[src/rtl/conv_window_pkg.sv]
// Shared definitions for the conv_window sliding-window generator.
//   DWIDTH / FSIZE / MAXW / LWIDTH : default pixel width, filter edge (3 or 5),
//                                    maximum feature-map edge, counter width
//   state_t                        : frame FSM states
//   addr_width()                   : address width for a given depth (minimum 1)
package conv_window_pkg;

  localparam int unsigned DWIDTH = 16;
  localparam int unsigned FSIZE  = 5;
  localparam int unsigned MAXW   = 32;
  localparam int unsigned LWIDTH = 6;

  typedef enum logic [1:0] {
    StIdle,
    StFill,
    StStream,
    StDone
  } state_t;

  function automatic int unsigned addr_width(input int unsigned depth);
    return (depth > 1) ? $clog2(depth) : 1;
  endfunction

endpackage

[src/rtl/conv_linebuf_row.sv]
// One row buffer of the window generator: single-port DataWidth x Depth RAM.
//   clk, xrst : clock, asynchronous active-high reset (read register only)
//   en_i      : port access this cycle
//   we_i      : write wdata_i at addr_i (only with en_i)
//   addr_i    : column address
//   wdata_i   : write data
//   rdata_o   : registered read data; returns the pre-write contents of addr_i
module conv_linebuf_row #(
  parameter int unsigned DataWidth = 16,
  parameter int unsigned Depth     = 32,
  parameter int unsigned AddrWidth = 5
) (
  input  logic                 clk,
  input  logic                 xrst,
  input  logic                 en_i,
  input  logic                 we_i,
  input  logic [AddrWidth-1:0] addr_i,
  input  logic [DataWidth-1:0] wdata_i,
  output logic [DataWidth-1:0] rdata_o
);

  // Storage is deliberately not reset; only rows written in the current frame ever
  // reach a valid window.
  logic [DataWidth-1:0] mem_q [Depth];
  logic [DataWidth-1:0] rdata_q;

  always_ff @(posedge clk) begin
    if (en_i && we_i) begin
      mem_q[addr_i] <= wdata_i;
    end
  end

  // Read-before-write: same-address write in this cycle is not forwarded.
  always_ff @(posedge clk or posedge xrst) begin
    if (xrst) begin
      rdata_q <= '0;
    end else if (en_i) begin
      rdata_q <= mem_q[addr_i];
    end
  end

  assign rdata_o = rdata_q;

endmodule

[src/rtl/conv_window.sv]
// Sliding-window generator: turns a raster-order square feature map into stride-1
// FilterSize x FilterSize windows for the convolution datapath (no padding).
//   clk, xrst    : clock, asynchronous active-high reset
//   buf_start    : frame start pulse; img_size sampled when accepted in idle
//   img_size     : frame edge, legal range FilterSize..MaxWidth
//   pixel_valid  : pixel_in valid (accepted only while filling/streaming)
//   pixel_in     : raster-order pixel
//   pixel_out    : window, element [i*FilterSize+j] = row r-F+1+i, column c-F+1+j
//   window_valid : pixel_out holds a new complete window
//   frame_done   : one-cycle pulse after the last pixel of the frame
//   size_err     : one-cycle pulse after a rejected buf_start
//   busy         : frame in progress
// Optional build macro CONV_WINDOW_STRIDE2_EN: only windows at even row/column
// offsets from the first window are flagged valid (pixel_out still updates).
module conv_window
  import conv_window_pkg::*;
#(
  parameter int unsigned DataWidth  = DWIDTH,
  parameter int unsigned FilterSize = FSIZE,
  parameter int unsigned MaxWidth   = MAXW,
  parameter int unsigned CntWidth   = LWIDTH
) (
  input  logic                                           clk,
  input  logic                                           xrst,
  input  logic                                           buf_start,
  input  logic [CntWidth-1:0]                            img_size,
  input  logic                                           pixel_valid,
  input  logic [DataWidth-1:0]                           pixel_in,
  output logic [FilterSize*FilterSize-1:0][DataWidth-1:0] pixel_out,
  output logic                                           window_valid,
  output logic                                           frame_done,
  output logic                                           size_err,
  output logic                                           busy
);

  localparam int unsigned NumBuf    = FilterSize - 1;
  localparam int unsigned AddrWidth = addr_width(MaxWidth);
  localparam int unsigned SelWidth  = addr_width(NumBuf);

  localparam logic [CntWidth-1:0] CntOne   = CntWidth'(1);
  localparam logic [CntWidth-1:0] MinSize  = CntWidth'(FilterSize);
  localparam logic [CntWidth-1:0] MaxSize  = CntWidth'(MaxWidth);
  localparam logic [CntWidth-1:0] FirstWin = CntWidth'(FilterSize - 1);
  localparam logic [CntWidth-1:0] FillEnd  = CntWidth'(FilterSize - 2);
  localparam logic [SelWidth-1:0] SelOne   = SelWidth'(1);
  localparam logic [SelWidth-1:0] SelLast  = SelWidth'(NumBuf - 1);

  state_t state_q, state_d;

  logic [CntWidth-1:0] size_q, size_d;
  logic [CntWidth-1:0] row_q, row_d;
  logic [CntWidth-1:0] col_q, col_d;
  // Row buffer receiving the current row; buffers are used round-robin by row.
  logic [SelWidth-1:0] sel_q, sel_d;
  // sel_q captured at the last accepted pixel, used to order the read-back rows.
  logic [SelWidth-1:0] rsel_q;

  logic valid_q, valid_d;
  logic size_err_q, size_err_d;

  logic [DataWidth-1:0]                             pix_q;
  logic [FilterSize-1:0][NumBuf-1:0][DataWidth-1:0] win_q;
  logic [FilterSize-1:0][DataWidth-1:0]             new_col;
  logic [NumBuf-1:0][DataWidth-1:0]                 rdata;

  logic size_ok, start_ok, accept, last_col, last_pix, win_pos;

  assign size_ok  = (img_size >= MinSize) && (img_size <= MaxSize);
  assign start_ok = (state_q == StIdle) && buf_start && size_ok;
  assign accept   = pixel_valid && ((state_q == StFill) || (state_q == StStream));
  assign last_col = (col_q == size_q - CntOne);
  assign last_pix = last_col && (row_q == size_q - CntOne);

  // FSM: state register
  always_ff @(posedge clk or posedge xrst) begin
    if (xrst) begin
      state_q <= StIdle;
    end else begin
      state_q <= state_d;
    end
  end

  // FSM: next state
  always_comb begin
    state_d = state_q;
    unique case (state_q)
      StIdle:   if (start_ok) state_d = StFill;
      StFill:   if (accept && (row_q == FirstWin) && (col_q == FillEnd)) state_d = StStream;
      StStream: if (accept && last_pix) state_d = StDone;
      StDone:   state_d = StIdle;
      default:  state_d = StIdle;
    endcase
  end

  // FSM: outputs
  always_comb begin
    busy         = (state_q != StIdle);
    frame_done   = (state_q == StDone);
    window_valid = valid_q;
    size_err     = size_err_q;
  end

  always_comb begin
    size_d = size_q;
    row_d  = row_q;
    col_d  = col_q;
    sel_d  = sel_q;
    if (start_ok) begin
      size_d = img_size;
      row_d  = '0;
      col_d  = '0;
      sel_d  = '0;
    end else if (accept) begin
      if (last_col) begin
        col_d = '0;
        row_d = row_q + CntOne;
        sel_d = (sel_q == SelLast) ? '0 : sel_q + SelOne;
      end else begin
        col_d = col_q + CntOne;
      end
    end
  end

  always_comb begin
    win_pos = (row_q >= FirstWin) && (col_q >= FirstWin);
`ifdef CONV_WINDOW_STRIDE2_EN
    win_pos = win_pos && (row_q[0] == FirstWin[0]) && (col_q[0] == FirstWin[0]);
`endif
    valid_d    = accept && win_pos;
    size_err_d = (state_q == StIdle) && buf_start && !size_ok;
  end

  always_ff @(posedge clk or posedge xrst) begin
    if (xrst) begin
      size_q     <= '0;
      row_q      <= '0;
      col_q      <= '0;
      sel_q      <= '0;
      valid_q    <= 1'b0;
      size_err_q <= 1'b0;
    end else begin
      size_q     <= size_d;
      row_q      <= row_d;
      col_q      <= col_d;
      sel_q      <= sel_d;
      valid_q    <= valid_d;
      size_err_q <= size_err_d;
    end
  end

  // All buffers are read at the current column on every accepted pixel; only the
  // one owning the current row is written.
  for (genvar b = 0; b < NumBuf; b++) begin : g_row
    conv_linebuf_row #(
      .DataWidth (DataWidth),
      .Depth     (MaxWidth),
      .AddrWidth (AddrWidth)
    ) u_row (
      .clk     (clk),
      .xrst    (xrst),
      .en_i    (accept),
      .we_i    (accept && (sel_q == SelWidth'(b))),
      .addr_i  (col_q[AddrWidth-1:0]),
      .wdata_i (pixel_in),
      .rdata_o (rdata[b])
    );
  end

  // Newest window column is formed from the RAM read registers and the registered
  // pixel, so it appears one cycle after acceptance without an extra pipeline stage.
  // The buffer just written returned the oldest row; the others follow in rotation.
  always_comb begin
    logic [SelWidth-1:0] idx;
    idx     = '0;
    new_col = '0;
    for (int i = 0; i < int'(NumBuf); i++) begin
      idx        = SelWidth'((int'(rsel_q) + i) % int'(NumBuf));
      new_col[i] = rdata[idx];
    end
    new_col[FilterSize-1] = pix_q;
  end

  always_ff @(posedge clk or posedge xrst) begin
    if (xrst) begin
      win_q  <= '0;
      pix_q  <= '0;
      rsel_q <= '0;
    end else if (accept) begin
      for (int i = 0; i < int'(FilterSize); i++) begin
        for (int j = 0; j < int'(NumBuf) - 1; j++) begin
          win_q[i][j] <= win_q[i][j+1];
        end
        win_q[i][NumBuf-1] <= new_col[i];
      end
      pix_q  <= pixel_in;
      rsel_q <= sel_q;
    end
  end

  always_comb begin
    pixel_out = '0;
    for (int i = 0; i < int'(FilterSize); i++) begin
      for (int j = 0; j < int'(NumBuf); j++) begin
        pixel_out[i*FilterSize + j] = win_q[i][j];
      end
      pixel_out[i*FilterSize + NumBuf] = new_col[i];
    end
  end

endmodule

[config.mk]
export PLATFORM = sky130hd
export DESIGN_NAME = conv_window
export DESIGN_NICKNAME = d
export VERILOG_FILES = /design/src/rtl/conv_window_pkg.sv /design/src/rtl/conv_linebuf_row.sv /design/src/rtl/conv_window.sv
export SDC_FILE = /design/constraint.sdc
export NUM_CORES = 2
export LEC_CHECK = 0
export CAP_MARGIN = 20
export CORE_MARGIN = 8
export CORE_UTILIZATION = 40
export CTS_BUF_LIST = sky130_fd_sc_hd__clkbuf_8
export DETAILED_ROUTE_END_ITERATION = 10
export GPL_TIMING_DRIVEN = 0
export PLACE_DENSITY_LB_ADDON = 0.3
export SYNTH_ARGS = -nofsm -noshare
export SYNTH_HDL_FRONTEND = slang
export SYNTH_SLANG_ARGS = --single-unit
[constraint.sdc]
create_clock -name clk -period 16.36 [get_ports clk]
set_input_delay 1.636 -clock clk [delete_from_list [all_inputs] [get_ports clk]]
set_output_delay 1.636 -clock clk [all_outputs]
set_load 0.03 [all_outputs]
---- Word-level counts from Yosys, hierarchy flattened ----
Memories as Yosys holds them, arrays and structs flattened. A register that Yosys moved wholly into a read port is not among the register bits.
Cells that the tools add are included.
operators by class
  $add $sub $neg .......................... 7
  eq/ne operators ......................... 13
  mux-type cells .......................... 30
  reduce and logical (&&, ||, !) cells .... 28
  order comparisons ....................... 8
operators with widths
  kind                                                                                 number
  16-bit binary-select mux with 2-bit select                                           4
  16-bit two-way mux                                                                   4
  6-bit two-way mux                                                                    6
  1-bit logical AND                                                                    19
  6-bit by 3-bit greater-or-equal comparator with 1-bit output, second input constant  3
  2-bit two-way mux                                                                    7
  6-bit by 1-bit adder with 6-bit output, second input constant                        2
  6-bit equality test                                                                  2
  2-bit by 3-bit less-than comparator with 1-bit output, second input constant         4
  2-bit equality test, second input constant                                           4
  1-bit two-way mux                                                                    8
  2-bit one-hot mux with 4 select lines                                                1
  6-bit by 2-bit equality test with 1-bit output, second input constant                1
  6-bit by 3-bit equality test with 1-bit output, second input constant                1
  6-bit <= comparator, second input constant                                           1
  2-bit nonzero test                                                                   3
  6-bit by 1-bit subtractor with 6-bit output, second input constant                   1
  2-bit by 1-bit adder with 2-bit output, second input constant                        2
  2-bit adder, second input constant                                                   2
  2-bit by 1-bit equality test with 1-bit output, second input constant                2
  2-bit logical NOT                                                                    2
  2-bit by 1-bit inequality test with 1-bit output, second input constant              2
  3-bit AND reduction                                                                  1
  2-bit inequality test, second input constant                                         1
  3 further kinds                                                                      3
storage, ports and cells
  bits in writable memories ............... 2,048
  register bits ........................... 362
  logic and storage cells ................. 119
  memories ................................ 4
  input bits .............................. 26
memory list
  memory                words  bits a word  read ports  clocked after Yosys merged registers in  write ports  line                    source
  g_row[0].u_row.mem_q  32     16           1           1                                        1            conv_linebuf_row.sv:24  logic [DataWidth-1:0] mem_q [Depth];
  g_row[1].u_row.mem_q  32     16           1           1                                        1            conv_linebuf_row.sv:24
  g_row[2].u_row.mem_q  32     16           1           1                                        1            conv_linebuf_row.sv:24
  g_row[3].u_row.mem_q  32     16           1           1                                        1            conv_linebuf_row.sv:24

---- Depth between registers and ports, before layout ----
  depth after elaboration ................. 7
  gate-level depth with buffers ........... 10
  depth with buffers taken out ............ 8

---- Modules after synthesis ----
A second synthesis with hierarchy kept.
unflattened totals
  cell total of the unflattened synthesis .. 5,377
  area total of the unflattened synthesis .. 96,092.2 um2
by module, submodules not included
  module            sequential area each (um2)  area each (um2)  cells an instance  instances
  conv_linebuf_row  15,775.1                    20,063.0         921                4
  conv_window       9,058.7                     15,840.2         1,693              1

---- Worst setup path before layout ----
Ideal clock, no wire load.
  path kind ............................... input -> register
  start point ............................. in pixel_valid
  end point ............................... mem g_row[2].u_row.mem_q[23][0] (enable)
  arrival ................................. 3.674 ns
  buffers on the path ..................... 2
  setup slack ............................. 12.277 ns
  cell stages on the path ................. 5
  library setup time ...................... 0.409 ns
  cell sequence ........................... and2_1 -> clkbuf_1 -> clkbuf_1 -> nand3_1 -> nor3_1
between the ends
  longest elaborated chain between the ends .. 5
RTL lines
  item                                       line                    source
  from (decl)                                conv_window.sv:27       input logic pixel_valid,
  1-bit logical AND *                        conv_window.sv:70       assign accept = pixel_valid && ((state_q == StFill) || (state_q == StStream));
  1-bit logical AND                          conv_window.sv:162      .we_i (accept && (sel_q == SelWidth'(b))),
  1-bit logical AND *                        conv_linebuf_row.sv:28  if (en_i && we_i) begin
  1-bit two-way mux *                        conv_linebuf_row.sv:28
  1-bit two-way mux (implied by the code) *  conv_linebuf_row.sv:29  mem_q[addr_i] <= wdata_i;
  to (decl)                                  conv_linebuf_row.sv:24
Every way passes the cells marked *; elsewhere a longest branch is shown, timed or not.

==> summary by stage <==
Status
The flow ran to the end, and the final reports show no timing, DRC or antenna violations.

Flow run
The tool flagged a number of max-cap violations equal to 0.

Routing
The mean number of vias per cell is 5.808. The detailed-router iteration count before antenna repair is 7. The DRC violation count after routing is 0. The remaining number of nets flagged by the antenna check after routing is 0.

The initial detailed-routing violation count is 8126. Dividing the detail-routed wire length by the instance count gives 31.94 microns. After detailed routing, the total wire length is 313000 microns. Across all layers, the routed design uses 56900 vias.

CTS
The post-CTS repair timing setup buffer count is 0. The TritonCTS sink count is 2474. The total of cells resized after clock tree synthesis is 0. CTS placed an instance of clkbuf_8 at the clock tree root.

The maximum clock insertion buffer count is 4. The total number of H-tree levels is 5. In this run, CTS created clock tree buffers numbering 408. The post-cts hold buffer count is 0. The register clock-pin slew on the reported worst setup and hold paths is 0.06 ns. The clock network latency to the later pin of the worst-skew pair is 1.10 ns. TritonCTS built the clock tree.

STA
The largest clock skew in the final design is 0.1017 ns. Setup violations remaining at the end of the flow were counted as 0. Adding up every negative setup slack in the final design gives 0 ns. For the pin with the worst max-slew slack, the measured transition is 1.256 ns. Setup repair after global routing left no endpoint under its margin. The worst path needs 6.054 ns of the cycle, external delays included. The number of failing hold endpoints at the final stage is 0. The max-slew headroom at the worst pin is 16.25%. In the post-route analysis, the smallest setup slack over all paths is 10.31 ns. After layout, the worst path uses 37.01% of the clock period. The total count of max-transition violations in the final report was 0. Based on the critical path, the design can be clocked at up to 0.1652 GHz.

The post-route worst hold slack is 0.4566 ns.

Setup path
The worst endpoint required time is 14.72 ns. On the critical path the largest part of the delay comes from buffers and inverters. The category of the worst setup path capture point is a primary output. The arrival time of data at the critical path endpoint is 4.42 ns. The critical path contains buffers and inverters numbering 4 combined. The delay of the slowest cell on the worst path is 0.80 ns. The startpoint class of the critical path is a flop. The critical path start-end classification is reg2out. The worst-case reg-to-reg path depth is 10. The worst register-to-register path ends at g_row[2].u_row.mem_q[20][5]$_DFFE_PP_.

The critical path goes through clkbuf_1 > clkbuf_1 > clkbuf_1 > mux4_2 > clkdlybuf4s50_1. The startpoint identified for the worst register-to-register timing path is col_q[1]$_DFFE_PP0P_. The logic depth of the worst path, buffers included is 5. The most used cell along the critical path is clkbuf_1. The register-to-register setup slack is 10.69 ns. Of all nets on the critical path, the largest fanout is 10. The slowest stage of the critical path belongs to the cell clkdlybuf4s50_1.

Final layout
The post-route core utilization is 48.26%. The layout cell share with drive strength beyond 1 is 22.54%. The area added between synthesis and finish is 20.19%. Leaving out filler cells and counting taps, the final layout contains 9798.

The final layout contains 6371 nets. The post-route cell area is 0.1147 sq mm.

Global route
The wire length of the first global-routing pass is 434800 microns. Entering global routing, the biggest net connects 120 pins. The via count of the first global-routing pass came to 55680. For this run, the total global-route usage over all layers was measured as 23.85%. The number of antenna violations at the first check in global routing is 17. Global routing finished with a remaining overflow of 0.

Placed design
During placement, the flow inserted port buffers numbering 429. The post-placement cell count is 9085. Once placement finished, the instance area stood at 0.1074 sq mm. Timing analysis after detailed placement gives a worst setup slack of 10.45 ns. The placer congestion estimate is 0.9058.

The half-perimeter wire length of the detailed placement result is 222600 microns.

Worst hold path
The path class of the tightest hold or removal check is reg2reg. Counting instances, the worst hold path has a depth of 2. The startpoint of the most critical hold path is pixel_out[265]$_DFFE_PP0P_. The path with the worst hold slack has its endpoint at pixel_out[249]$_DFFE_PP0P_.

Synth
Ranked by total cell area, the synthesized netlist is headed by edfxtp_1 (64%), mux4_2 (14%), dfrtp_1 (11%), nand2_1 (4.9%), clkbuf_1 (0.85%). For this run, the number of Yosys warnings is 0. The total nets after synthesis is 5347.

After synthesis, the share of flip-flops with an asynchronous set or reset is 17.22%. The area share of the largest cell type after synthesis is 64.46%. Sorting the synthesized cells by how often they occur yields edfxtp_1 (2048), nand2_1 (1249), mux4_2 (574), dfrtp_1 (426), clkbuf_1 (217). Among all flip-flop cells after synthesis, the most frequent one is edfxtp_1. Synthesis produced 5305 cells.

Yosys mapped the design onto 63 distinct sky130hd cell types. The combined area of all synthesized cells is 0.09541 sq mm. For this run, the register share of the synthesized area comes to 75.63%. The synthesized area per cell is 17.99 sq um. The number of flip-flops and latches in the synthesized netlist is 2474. edfxtp_1 takes more of the synthesized area than any other cell. Among all cell types in the netlist, the one instantiated most often is edfxtp_1. In this run, synthesis inferred 2048 flip-flops with an integrated enable.

Floorplan
The width of the chip is 504.4 microns. The die outline area is 0.2544 sq mm. The floorplan core area is 0.2376 sq mm. Pin placement for this block handled 430 I/O pins.

The floorplan has 179 rows. The floorplan step set the die height to 504.4 microns. The initial core utilization is 40.15%.

Pwr
In this run the power density over the cells is 181.8 mW/mm^2. The overall power of the completed layout is 20.85 mW. The largest vdd supply drop is 0.1814 mV.

In this run the static leakage power is 39.79 nW.
## final cells by class
| cell class | count | area, sq um |
|---|---|---|
| buffer | 308 | 1237 |
| clock buffer | 436 | 6001 |
| antenna | 11 | 27.53 |
| inverter | 16 | 67.56 |
| timing repair buffer | 614 | 7456 |
| fill | 19790 | 122900 |
| clock inverter | 265 | 1241 |
| sequential | 2474 | 72160 |
| tap | 3167 | 3963 |
| multi-input combinational | 2507 | 22530 |
## routing by layer
| metal | track usage (%) | wire length [microns] | share of wire [%] |
|---|---|---|---|
| met3 | 6.699 | 35770 | 11 |
| met1 | 31.89 | 118900 | 38 |
| met4 | 10.79 | 16770 | 5.4 |
| met5 | 0.3752 | 189 | 0.060 |
| met2 | 36.53 | 141300 | 45 |
## cell usage in the layout, fill, tap and decap left out, types with 18 or more instances in the layout
cell type,n
buf_6,19
buf_8,95
nor2_2,110
edfxtp_1,2048
o22ai_1,96
a311oi_2,21
a31oi_1,42
inv_1,164
nand2_1,1249
buf_16,52
clkdlybuf4s50_1,413
buf_1,31
a22o_1,40
clkinv_2,30
nand3_1,18
nor2_1,38
o21ai_0,21
clkbuf_8,436
clkbuf_1,214
dfrtp_1,426
mux4_2,574
a21oi_1,67
mux2i_1,21
buf_2,69
buf_4,25
clkinv_1,67
a311oi_1,20
## cell families (layout without fill, tap and decap cells)
logic type               after synthesis  count (layout)  share of synthesized area [%]
AO/OA/AOI/OAI                        373             373                          2.662
XOR/XNOR                              20              20                         0.1836
adder cells (fa/ha/maj)               16              16                         0.2098
buffers and inverters                324            1639                          1.356
flip-flops                          2474            2474                          75.63
multiplexers                         602             602                          13.85
other                                  0              11                              0
AND/OR/NAND/NOR                     1496            1496                          6.108
## worst min-delay path: stages (launching register included)
cell     delay [ns]
dfrtp_1        0.36
nand2_1        0.07
nand2_1        0.05
## power by group
part	total [mW]	switching, mW	internal, mW
Clock	4.95	2.43	2.52
Combinational	7.98	5.13	2.85
Sequential	7.91	0.561	7.35
## sequential cells by signal, indices dropped and copies added (netlist names)
signal,cells
col_q,6
g_row.u_row.mem_q,2048
g_row.u_row.rdata_o,64
pix_q,16
pixel_out,320
row_q,6
rsel_q,2
sel_q,2
size_err,1
size_q,6
state_q,2
window_valid,1
## how the worst max path moves through the flow
stage,start,end,slack (ns)
final,rsel_q[1]$_DFFE_PP0P_,pixel_out[314],10.31
after floorplan,xrst,col_q[0]$_DFFE_PP0P_,2.86
after CTS,rsel_q[1]$_DFFE_PP0P_,pixel_out[224],10.19
after global routing,rsel_q[1]$_DFFE_PP0P_,pixel_out[236],10.01
after detailed placement,pixel_valid,g_row[2].u_row.mem_q[23][0]$_DFFE_PP_,10.45
after global placement,xrst,pixel_out[361]$_DFFE_PP0P_,-2.50
Power figures use the tool's default switching activity.
